$ cat src/rtl/daq_pkg.sv
// Shared definitions for the DAQ bin scheduler: FSM encoding, word width and
// the round-robin search used by the readout arbiter.
package daq_pkg;

  localparam int DAQ_WORD_W = 32;

  typedef enum logic [1:0] {
    IDLE  = 2'd0,
    RUN   = 2'd1,
    DRAIN = 2'd2
  } daq_state_e;

  // Returns {found, index} of the first set request searching upward from
  // last+1 with wraparound over n channels (n <= 8).
  function automatic logic [3:0] rr_next(input logic [7:0] req,
                                         input logic [2:0] last,
                                         input int n);
    logic [3:0] res;
    int idx;
    res = 4'd0;
    // Walk from the farthest candidate back to the nearest so the nearest wins.
    for (int k = n; k >= 1; k--) begin
      idx = (int'(last) + k) % n;
      if (req[idx]) res = {1'b1, idx[2:0]};
    end
    return res;
  endfunction

endpackage

$ cat src/rtl/daq_rr_arbiter.sv
// Round-robin slot selector; combinational, the last_grant pointer lives in
// the scheduler's output stage.
module daq_rr_arbiter
  import daq_pkg::*;
#(
  parameter int NCH = 4
) (
  input  logic [NCH-1:0] req,
  input  logic [2:0]     last_grant,
  input  logic           load,
  output logic [2:0]     grant_idx,
  output logic           grant_any
);

  logic [7:0] req_ext;
  logic [3:0] pick;

  always_comb begin
    req_ext = '0;
    req_ext[NCH-1:0] = req;
    pick = rr_next(req_ext, last_grant, NCH);
    grant_idx = pick[2:0];
    grant_any = load & pick[3];
  end

endmodule

$ cat src/rtl/daq_bin_scheduler.sv
// Bin-boundary tick generator, run/drain sequencer and per-channel one-deep
// slots arbitrated round-robin onto a single valid/ready readout stream.
module daq_bin_scheduler
  import daq_pkg::*;
#(
  parameter int NCH = 4,
  parameter int W   = DAQ_WORD_W
) (
  input  logic             clk,
  input  logic             rst,
  input  logic             enable,
  input  logic [31:0]      binsize,
  input  logic             clr_ovf,
  input  logic [NCH-1:0]   ch_valid,
  input  logic [NCH*W-1:0] ch_data,
  input  logic             out_ready,
  output logic             bin_tick,
  output logic             out_valid,
  output logic [W-1:0]     out_data,
  output logic [2:0]       out_ch,
  output logic             busy,
  output logic [NCH-1:0]   overflow
);

  daq_state_e state_reg, state_next;
  logic [31:0]    timer_reg;
  logic [31:0]    binsize_q;
  logic [NCH-1:0] slot_full_reg;
  logic [W-1:0]   slot_data_reg [NCH];
  logic           out_valid_reg;
  logic [W-1:0]   out_data_reg;
  logic [2:0]     out_ch_reg;
  logic [2:0]     last_grant_reg;
  logic [NCH-1:0] overflow_reg;

  logic           load;
  logic [2:0]     grant_idx;
  logic           grant_any;
  logic [NCH-1:0] take;
  logic [NCH-1:0] capture;
  logic [NCH-1:0] drop;
  logic [W-1:0]   sel_data;

  assign load = ~out_valid_reg | out_ready;

  daq_rr_arbiter #(.NCH(NCH)) u_arb (
    .req        (slot_full_reg),
    .last_grant (last_grant_reg),
    .load       (load),
    .grant_idx  (grant_idx),
    .grant_any  (grant_any)
  );

  always_comb begin
    state_next = state_reg;
    case (state_reg)
      IDLE:    if (enable) state_next = RUN;
      RUN:     if (!enable) state_next = DRAIN;
      DRAIN:   if (slot_full_reg == '0 && !out_valid_reg) state_next = IDLE;
      default: state_next = IDLE;
    endcase
  end

  always_ff @(posedge clk or negedge rst) begin
    if (!rst) state_reg <= IDLE;
    else      state_reg <= state_next;
  end

  // The tick is decoded from registered state so it is gone as soon as the
  // FSM leaves RUN, including a boundary coinciding with the DRAIN entry.
  assign bin_tick = (state_reg == RUN) && (timer_reg == binsize_q);

  always_ff @(posedge clk or negedge rst) begin
    if (!rst) begin
      timer_reg <= '0;
      binsize_q <= '0;
    end else begin
      if (state_reg == IDLE && enable) binsize_q <= binsize;
      if (state_reg != RUN)            timer_reg <= '0;
      else if (bin_tick)               timer_reg <= '0;
      else                             timer_reg <= timer_reg + 32'd1;
    end
  end

  always_comb begin
    sel_data = '0;
    for (int i = 0; i < NCH; i++)
      if (grant_idx == 3'(i)) sel_data = slot_data_reg[i];
  end

  generate
    for (genvar gi = 0; gi < NCH; gi++) begin : g_slot
      // A slot emptied onto the output this cycle can take a new word at once.
      assign take[gi]    = grant_any && (grant_idx == 3'(gi));
      assign capture[gi] = ch_valid[gi] & (~slot_full_reg[gi] | take[gi]);
      assign drop[gi]    = ch_valid[gi] & slot_full_reg[gi] & ~take[gi];

      always_ff @(posedge clk or negedge rst) begin
        if (!rst) begin
          slot_full_reg[gi] <= 1'b0;
          slot_data_reg[gi] <= '0;
        end else if (capture[gi]) begin
          slot_full_reg[gi] <= 1'b1;
          slot_data_reg[gi] <= ch_data[gi*W +: W];
        end else if (take[gi]) begin
          slot_full_reg[gi] <= 1'b0;
        end
      end
    end
  endgenerate

  always_ff @(posedge clk or negedge rst) begin
    if (!rst) begin
      out_valid_reg  <= 1'b0;
      out_data_reg   <= '0;
      out_ch_reg     <= '0;
      last_grant_reg <= 3'(NCH - 1);
      overflow_reg   <= '0;
    end else begin
      overflow_reg <= drop | (overflow_reg & ~{NCH{clr_ovf}});
      if (load) begin
        if (grant_any) begin
          out_valid_reg  <= 1'b1;
          out_data_reg   <= sel_data;
          out_ch_reg     <= grant_idx;
          last_grant_reg <= grant_idx;
        end else begin
          out_valid_reg <= 1'b0;
        end
      end
    end
  end

  assign out_valid = out_valid_reg;
  assign out_data  = out_data_reg;
  assign out_ch    = out_ch_reg;
  assign busy      = (state_reg != IDLE);
  assign overflow  = overflow_reg;

endmodule

$ cat config.mk
export PLATFORM = sky130hd
export DESIGN_NAME = daq_bin_scheduler
export DESIGN_NICKNAME = d
export VERILOG_FILES = /design/src/rtl/daq_pkg.sv /design/src/rtl/daq_rr_arbiter.sv /design/src/rtl/daq_bin_scheduler.sv
export SDC_FILE = /design/constraint.sdc
export NUM_CORES = 1
export LEC_CHECK = 0
export BUFFER_PORTS_ARGS = -buffer_cell sky130_fd_sc_hd__buf_4
export CORE_MARGIN = 5
export CORE_UTILIZATION = 40
export CTS_CLUSTER_SIZE = 28
export DETAILED_ROUTE_END_ITERATION = 16
export GPL_TIMING_DRIVEN = 0
export HOLD_SLACK_MARGIN = 0.1
export PLACE_DENSITY_LB_ADDON = 0.08
export SYNTH_ARGS = -nofsm -noshare
export SYNTH_HDL_FRONTEND = slang
export SYNTH_SLANG_ARGS = --single-unit
$ cat constraint.sdc
create_clock -name clk -period 3.7 [get_ports clk]
set_clock_uncertainty 0.1 [all_clocks]
set_input_delay 0.185 -clock clk [delete_from_list [all_inputs] [get_ports clk]]
set_output_delay 0.185 -clock clk [all_outputs]
set_load 0.02 [all_outputs]
==> metrics.cfg, run 1 <==
[clock_network]
cts_setup_buffers=0
insertion_delay_ns=0.54
path_clk_slew_ns=0.06
cts_buffers=27
cts_tree=built
clock_sinks=239
clockRootBuffer=clkbuf_16
clockBufferDepth=3
ctsHtreeMaxLevel=1

[die]
io_pins=211
die_h_um=180
core_area_um2=28500
initial_utilization_pct=40.3
die_area_um2=32300
num_rows=62
die_x_um=180

[timing]
drv_slew=0
setup_slack_ns=0.613
finalCriticalPeriod_ns=3.09
rsz0062_at_grt=false
max_freq_mhz=324
final-setup-viol-count=0
worst_slew_pin_slew_ns=0.884
period_share_pct=83.4
tns_ns=0
relSlewSlack_pct=40.5
hold_viol_final=0

[yosys]
synthCells=1055
avgSynthCellArea_um2=10.9
netlist_area_um2=11500
ys_types=51
synth_edf_count=0
synth.top_cell.area_share_pct=51.5
synth_top_family_by_area=simple AND/OR/NAND/NOR gates
synthesis.yosys.warnings=0
async_flop_share_pct=100
synth_nets=1225
ys_seq_area_share_pct=52.0
synth_mux_area_share_pct=12.6
synth.area.top_cells=dfrtp_1 (52%), nand2_1 (7.7%), mux4_2 (6.3%)
synth_xor_xnor_area_share_pct=4.64
yosysTopAreaCell=dfrtp_1
synth_flop_cell=dfrtp_1
synth_seq_cells=239
synth-simple-area-share_pct=15.1
synth_compound_area_share_pct=12.0
synth_fa_ha_area_share_pct=0.109

[global_route]
grt_pass1_vias=10335
grt_first_pass_wirelength_um=59500
overflow=0
grt_max_degree=114
antenna_found_initial=0
grt_use_total_pct=22.9

[detailed_routing]
avgRoutedWirePerCell_um=19.8
first_pass_iters=5
antenna_left=0
via_count=9872
initialDrtViolationCount=681
drc=0
viasPerCell=5.23
routed_wl_um=37400

[finish]
finalNetCount=1652
area_delta_synth_final_pct=42.2
regArea_um2=5980
largest_reg_flops=128
fill_cells=2515
insertedDiodeCount=0
multiInputGateArea_um2=5120
drive_gt1_share_pct=25.3

[worst_setup_path]
start_kind=flip-flop
reg2reg_slack_ns=0.61
reg2reg_from=slot_full_reg[2]
crit_slowest_cell=or4_4
worst-path-buf-inv=4
cpMostUsedCell=buf_2
cp.required_ns=4.08
setup.worst_path.class=reg -> reg
cp_max_fo=10
crit_chain=buf_2, or4_4, nand2_4, or4_1, buf_2, clkbuf_1, o211ai_1, o211ai_2, dlygate4sd3_1
end_kind=flip-flop
crit_cells=9
r2r-end=slot_data_reg[42]
crit_family=buffers and inverters
critical-path-max-stage-delay_ns=0.59
worst_ep_arrival_time_ns=3.46
r2r_cells=9

[min_path]
worstHoldPathCells=3
hold_start=ch_valid[2]
hold_path_class=in -> reg
hold_end=slot_data_reg[59]

[power]
cellPowerDensity_nw_per_um2=796
ir_worst_vdd_mv=0.454
p_leak_uw=0.00721

[placed_design]
io_buffers=205
dpl_worst_slack_ns=0.799
gp_congestion=0.792
hpwl_um=24800

[flow_run]
maxCapViolCount=0

[outcome]
status=completed

==> cell usage after synthesis, types with 2 or more instances <==
cell and count:
mux2_1 28, buf_2 18, mux4_2 32, nand2_1 236, nor2b_1 6, o22ai_1 98
and3_1 2, nor4_1 10, o21ai_0 3, buf_4 4, dfstp_2 2, inv_1 5
nand3_1 16, or2_1 5, a21oi_1 3, a22o_1 4, o211ai_1 34, nor3_1 3
buf_6 4, mux2_2 36, nor2_1 40, and4_1 3, nand2b_1 40, xor2_1 52
buf_1 4, o31a_1 2, dfrtp_1 237, and2_1 2, nand4_1 12, clkbuf_1 56
o211ai_2 30, xnor2_1 9
==> worst min-delay path: stages <==
cell      delay [ns]
clkbuf_1        0.24
nand2b_1        0.24
o211ai_2        0.05
==> worst max path at each step <==
stage | from | endpoint
after floorplan | last_grant_reg[1] | out_data[0]
after global placement | rst | slot_data_reg[15]
after detailed placement | last_grant_reg[1] | slot_data_reg[111]
after CTS | slot_full_reg[2] | slot_data_reg[45]
after global routing | last_grant_reg[1] | slot_data_reg[44]
final | slot_full_reg[2] | slot_data_reg[42]
==> metal layers <==
metal | share of wire, % | track usage [%] | vias up | wire (um)
met4 | 2.0 | 4.69 | 0 | 741
met3 | 6.0 | 3.70 | 46 | 2260
li1 | - | - | 4580 | -
met2 | 47 | 37.4 | 347 | 17600
met5 | 0 | 0 | - | 0
met1 | 45 | 32.8 | 4899 | 16800
==> layout make-up <==
| class | instances | share of cell area (%) |
|---|---|---|
| flip-flops and latches | 239 | 36.5 |
| multi-input cells | 725 | 31.3 |
| repair buffers | 398 | 21.5 |
| clock buffers | 44 | 4.88 |
| well taps | 384 | 2.93 |
| plain buffers | 86 | 2.38 |
| clock inverters | 5 | 0.329 |
| inverters | 5 | 0.115 |
==> power by group <==
part | switching, uW | internal [uW] | total, uW
logic | 3020 | 2900 | 5920
clock network | 1090 | 1540 | 2630
registers | 746 | 3730 | 4480
total | 4850 | 8170 | 13000
==> repair_timing <==
| item | CTS | global route |
|---|---|---|
| hold endpoints to repair | 404 | 0 |
| hold buffers | 191 | 0 |
| resized for setup | 0 | 0 |
==> cells by family after synthesis <==
group	count (synthesis)
DFF	239
xor gates and xnor gates	61
buffers and inverters	91
muxes	97
AOI/OAI and AO/OA	180
other	1
and+or+nand+nor	385
adders and majority gates	1
==> cell usage in the layout (no fill, tap or decap), drive strengths merged, types with 4 or more instances in the layout <==
cell type    Yosys  routed
mux2            64      64
dlygate4sd3      0     190
o22ai           98      98
clkbuf          56     100
a22o             4       4
or2              6       6
xor2            52      52
nor3             4       4
o211ai          64      64
dfrtp          237     237
nand4           12      12
mux4            32      32
nor2            40      40
xnor2            9       9
nand3           16      16
inv              5       6
nor4            11      11
buf             30     238
nand2b          40      40
nor2b            6       6
nand2          237     237
==> metrics by stage <==
step                cells  instance area (um2)  utilization, %  hold slack, ns  total power, uW
finish               1886                16400            57.4           0.125            13000
global route         1886                16400            57.4           0.139            13800
CTS                  1886                16400            57.4           0.106            13100
detailed placement   1646                13600            47.6         -0.0383            10100
global placement     1644                13500            47.4           0.302            10000
floorplan            1055                11500               -          -0.211             8270
(Power assumes the default switching activity.)
==> run 2: changes to the inputs <==
Clock period 3.7 ns to 2.57 ns, I/O delays scaled along.
==> metrics.cfg, run 2 (synthesis results as in run 1) <==
[global_route]
grt_first_pass_wirelength_um=59600
grt_max_degree=114
grt_use_total_pct=23.0
grt_pass1_vias=10324
overflow=0
antenna_found_initial=0

[worst_setup_path]
cp.required_ns=2.89
worst_ep_arrival_time_ns=2.85
end_kind=flip-flop
r2r-end=out_data[14]
cp_max_fo=10
reg2reg_from=slot_full_reg[2]
critical-path-max-stage-delay_ns=0.58
r2r_cells=6
crit_family=buffers and inverters
worst-path-buf-inv=3
crit_slowest_cell=or4_4
setup.worst_path.class=reg -> reg
reg2reg_slack_ns=0.04
start_kind=flip-flop
crit_chain=buf_4, or4_4, and2_1, buf_2, clkbuf_1, mux2_2

[die]
die_x_um=180
initial_utilization_pct=40.3
die_area_um2=32300
num_rows=62
die_h_um=180
io_pins=211
core_area_um2=28500

[power]
cellPowerDensity_nw_per_um2=1150
p_leak_uw=0.00729
ir_worst_vdd_mv=0.666
total_power_uw=18800
sw_frac_of_total_pct=37.5
intPower_uw=11800
switchingPower_uw=7040
clkPwrFrac_pct=20.1
p_seq_share_pct=34.3
pwr-share-comb_pct=45.6

[finish]
finalNetCount=1644
fill_cells=2499
insertedDiodeCount=0
final_common_cell=dfrtp_1
multiInputGateArea_um2=5180
drive_gt1_share_pct=27.2
largest_reg_flops=128
regArea_um2=5980
area_delta_synth_final_pct=42.5
final_cell_mix=dfrtp_1 (237), nand2_1 (236), buf_4 (214)

[timing]
finalCriticalPeriod_ns=2.53
holdWs_ns=0.194
worst_slew_pin_slew_ns=0.875
max_freq_mhz=395
final-setup-viol-count=0
period_share_pct=98.5
relSlewSlack_pct=41.1
tns_ns=0
drv_slew=0
hold_viol_final=0
rsz0062_at_grt=true

[flow_run]
maxCapViolCount=0

[min_path]
worstHoldPathCells=3
hold_start=ch_valid[0]
hold_end=slot_data_reg[96]
hold_path_class=in -> reg

[detailed_routing]
avgRoutedWirePerCell_um=19.9
routed_wl_um=37500
first_pass_iters=5
initialDrtViolationCount=624
viasPerCell=5.23
drc=0
via_count=9819
antenna_left=0

[clock_network]
ctsHtreeMaxLevel=1
clock_sinks=239
path_clk_slew_ns=0.06
cts_tree=built
clockBufferDepth=3
cts_buffers=27
clockRootBuffer=clkbuf_16
insertion_delay_ns=0.54

[outcome]
status=completed

[placed_design]
hpwl_um=24800
gp_congestion=0.792
io_buffers=205

[run 2: per-stage QoR]
step | area, um2 | utilization (%) | instances | setup slack [ns]
after floorplan | 11500 | - | 1055 | 0.276
after global placement | 13500 | 47.4 | 1644 | -0.793
after detailed placement | 13600 | 47.6 | 1646 | -0.331
after CTS | 16300 | 57.2 | 1877 | -0.0990
after global routing | 16400 | 57.5 | 1878 | -0.0308
final | 16400 | 57.5 | 1878 | 0.0384
[run 2: power groups by stage]
stage          combinational [uW]  clock, uW  sequential, uW
2_1_floorplan                5430          0            6470
3_3_place_gp                 7970          0            6450
6_report                     8580       3780            6440
3_5_place_dp                 8110          0            6470
4_1_cts                      8470       3870            6430
5_1_grt                      9330       4000            6610
[run 2: worst max path at each step]
stage                                  from                 end  slack, ns  depth (start not counted)
after floorplan           last_grant_reg[1]        out_data[24]       0.28                          7
after global placement                  rst   slot_data_reg[15]      -0.79                          1
after detailed placement  last_grant_reg[1]  slot_data_reg[111]      -0.33                          7
after CTS                 last_grant_reg[1]  slot_data_reg[123]       -0.1                          7
after global routing       slot_full_reg[2]        out_data[14]      -0.03                          6
final                      slot_full_reg[2]        out_data[14]       0.04                          6
[run 2: cell type report]
cell class / count / area share [%]
well taps: 384 / 2.93
repair buffers: 391 / 21.0
multi-input cells: 725 / 31.6
clock buffers: 44 / 4.87
flip-flops and latches: 239 / 36.5
clock inverters: 5 / 0.328
inverters: 5 / 0.114
plain buffers: 85 / 2.73
[run 2: repair_timing]
action                                  in CTS  in global routing
hold buffers                               179                  0
gates resized for setup                     19                 34
endpoints found under the setup margin     145                183
buffers inserted                             3                  2
pin swaps                                    1                  2
endpoints found under the hold margin      409                  0
[run 2: routing by layer]
metal  vias up  GRT usage (%)  wire, um
li1       4571              -         -
met1      4861           33.1     16700
met2       343           37.3     17700
met3        44           3.54      2280
met4         0           4.82       762
met5         -              0         0
[run 2: worst min-delay path, stage by stage]
cell and delay, ns:
clkbuf_1 0.27, nor4b_4 0.26, o22ai_1 0.11
==> run 3: changes to the inputs <==
Settings changed: ABC_AREA from default to 1.
==> metrics.cfg, run 3 <==
[finish]
largest_reg_flops=128
finalNetCount=2116
drive_gt1_share_pct=18.8
final_common_cell=nand2_1
final_area_um2=17200
area_delta_synth_final_pct=41.7
regArea_um2=5980
insertedDiodeCount=0
fill_cells=2756
final_cell_mix=nand2_1 (504), dfrtp_1 (237), buf_4 (221)
multiInputGateArea_um2=5300

[timing]
final-setup-viol-count=0
drv_slew=0
tns_ns=0
worst_slew_pin_slew_ns=0.655
finalCriticalPeriod_ns=2.45
relSlewSlack_pct=56.3
period_share_pct=95.2
hold_viol_final=0
max_freq_mhz=409
setup_slack_ns=0.122
holdWs_ns=0.245
rsz0062_at_grt=false

[power]
switchingPower_uw=10100
sw_frac_of_total_pct=44.9
total_power_uw=22500
cellPowerDensity_nw_per_um2=1310
intPower_uw=12400
pwr-share-comb_pct=51.0
p_seq_share_pct=28.2
clkPwrFrac_pct=20.8
p_leak_uw=0.00893
ir_worst_vdd_mv=0.755

[die]
core_area_um2=29800
io_pins=211
die_x_um=184
initial_utilization_pct=40.8
num_rows=63
die_area_um2=34000
die_h_um=184

[yosys]
async_flop_share_pct=100
ys_types=41
synth_flop_cell=dfrtp_1
synth_seq_cells=239
synth_nets=1703
synth.top_cell.area_share_pct=48.8
synthCells=1533
avgSynthCellArea_um2=7.93
synthMostInstantiatedCell=nand2_1
ys_top_cells_by_count=nand2_1 (507), dfrtp_1 (237), nand3_1 (202)
netlist_area_um2=12200
synthesis.yosys.warnings=0
synth.area.top_cells=dfrtp_1 (49%), nand2_1 (16%), nand3_1 (8.3%)
yosysTopAreaCell=dfrtp_1
ys_seq_area_share_pct=49.2
synth_edf_count=0

[flow_run]
maxCapViolCount=0

[worst_setup_path]
crit_chain=buf_6, inv_4, nand2_1, nand2_1, nand2_1, nand2_1, inv_1, nand2_2, nand2_8, buf_1, nand3b_1, nand2_1, inv_1, nand2_1, nand2_1
worst_ep_arrival_time_ns=2.78
cp.required_ns=2.90
cp_max_fo=10
crit_family=simple AND/OR/NAND/NOR gates
critical-path-max-stage-delay_ns=0.52
worst-path-buf-inv=5
setup.worst_path.class=reg -> reg
start_kind=flip-flop
cpMostUsedCell=nand2_1
end_kind=flip-flop
crit_slowest_cell=dfstp_2

[detailed_routing]
initialDrtViolationCount=703
avgRoutedWirePerCell_um=18.3
drc=0
first_pass_iters=5
viasPerCell=4.97
antenna_left=0
via_count=11708
routed_wl_um=43100

[placed_design]
placed_cell_area_um2=14200
gp_congestion=0.918
dpl_worst_slack_ns=-0.0684
hpwl_um=31600
io_buffers=205

[clock_network]
ctsHtreeMaxLevel=1
clock_sinks=239
insertion_delay_ns=0.55
cts_buffers=28
cts_tree=built
clockBufferDepth=3
path_clk_slew_ns=0.06
clockRootBuffer=clkbuf_16

[global_route]
grt_first_pass_wirelength_um=67100
grt_max_degree=111
grt_pass1_vias=12216
grt_use_total_pct=25.3
antenna_found_initial=0
overflow=0

[min_path]
hold_path_class=in -> reg

[outcome]
status=completed

==> run 3: changes by cell type after synthesis, sizes merged, moves of 40 or more <==
| cell | previous run | this run |
|---|---|---|
| inv | 5 | 135 |
| mux2 | 64 | 18 |
| nand2 | 237 | 519 |
| nand2b | 40 | 0 |
| nand3 | 16 | 204 |
| nand3b | 0 | 57 |
| o211ai | 64 | 0 |
| o22ai | 98 | 4 |
==> run 3: repair_timing <==
| action | 4_1_cts | 5_1_grt |
|---|---|---|
| hold buffers | 170 | 0 |
| gates resized for setup | 4 | 44 |
| hold endpoints to repair | 320 | 0 |
| pin swaps | 0 | 7 |
| buffers inserted | 0 | 8 |
| setup endpoints to repair | 38 | 182 |
==> run 3: final timing paths <==
kind                              startpoint           endpoint  slack (ns)  depth (start not counted)
hold / removal                  ch_data[114]  slot_data_reg[18]        0.24                          4
max in group asynchronous                rst  slot_data_reg[66]        0.80                          5
setup / recovery           last_grant_reg[0]        out_data[0]        0.12                         15
setup reg to reg           last_grant_reg[0]        out_data[0]        0.12                         15
hold reg to reg            slot_data_reg[22]  slot_data_reg[22]        0.36                          2
min in group asynchronous                rst      binsize_q[21]        0.56                          4
==> run 3: logic make-up (layout without fill, tap and decap cells) <==
group	Yosys count	count (layout)	synth area share, %
compound gates	67	67	3.22
fa+ha+maj	1	1	0.103
simple gates	940	940	35.3
buf+inv	228	663	7.66
mux	18	18	1.67
xor+xnor	39	39	2.81
flops	239	239	49.2
other cells	1	1	0.0309
==> run 3: worst min-delay path, stage by stage <==
cell and delay (ns):
dlygate4sd3_1 0.52, buf_4 0.09, nand3_1 0.06, nand2_1 0.06
==> run 3: area by class of cell <==
type,instances,area share (%)
Clock inverter,19,1.95
Tap cell,390,2.83
Timing Repair Buffer,385,19.6
Multi-Input combinational cell,1066,30.8
Buffer,90,2.68
Inverter,136,3.02
Clock buffer,33,4.41
Sequential cell,239,34.7
==> run 3: layer usage <==
| layer | GRT usage [%] | vias up | share of wire [%] | wire [um] |
|---|---|---|---|---|
| li1 | - | 5769 | - | - |
| met1 | 31.0 | 5499 | 41 | 17700 |
| met2 | 45.3 | 344 | 50 | 21600 |
| met3 | 3.34 | 96 | 4.5 | 1930 |
| met4 | 10.1 | 0 | 4.3 | 1860 |
| met5 | 0 | - | 0 | 0 |
==> run 3: metrics by stage <==
stage          instances  utilization [%]
2_1_floorplan       1533                -
3_3_place_gp        2128             47.6
3_5_place_dp        2130             47.8
4_1_cts             2352             57.3
5_1_grt             2358             57.8
6_report            2358             57.8
==> run 3: power by group through the flow <==
stage                     Combinational [uW]  Clock (uW)  Sequential, uW
final                                  11500        4680            6350
after global routing                   12700        4910            6510
after CTS                              11100        4770            6330
after detailed placement               10900           0            6360
after global placement                 10700           0            6340
after floorplan                         6800           0            6410
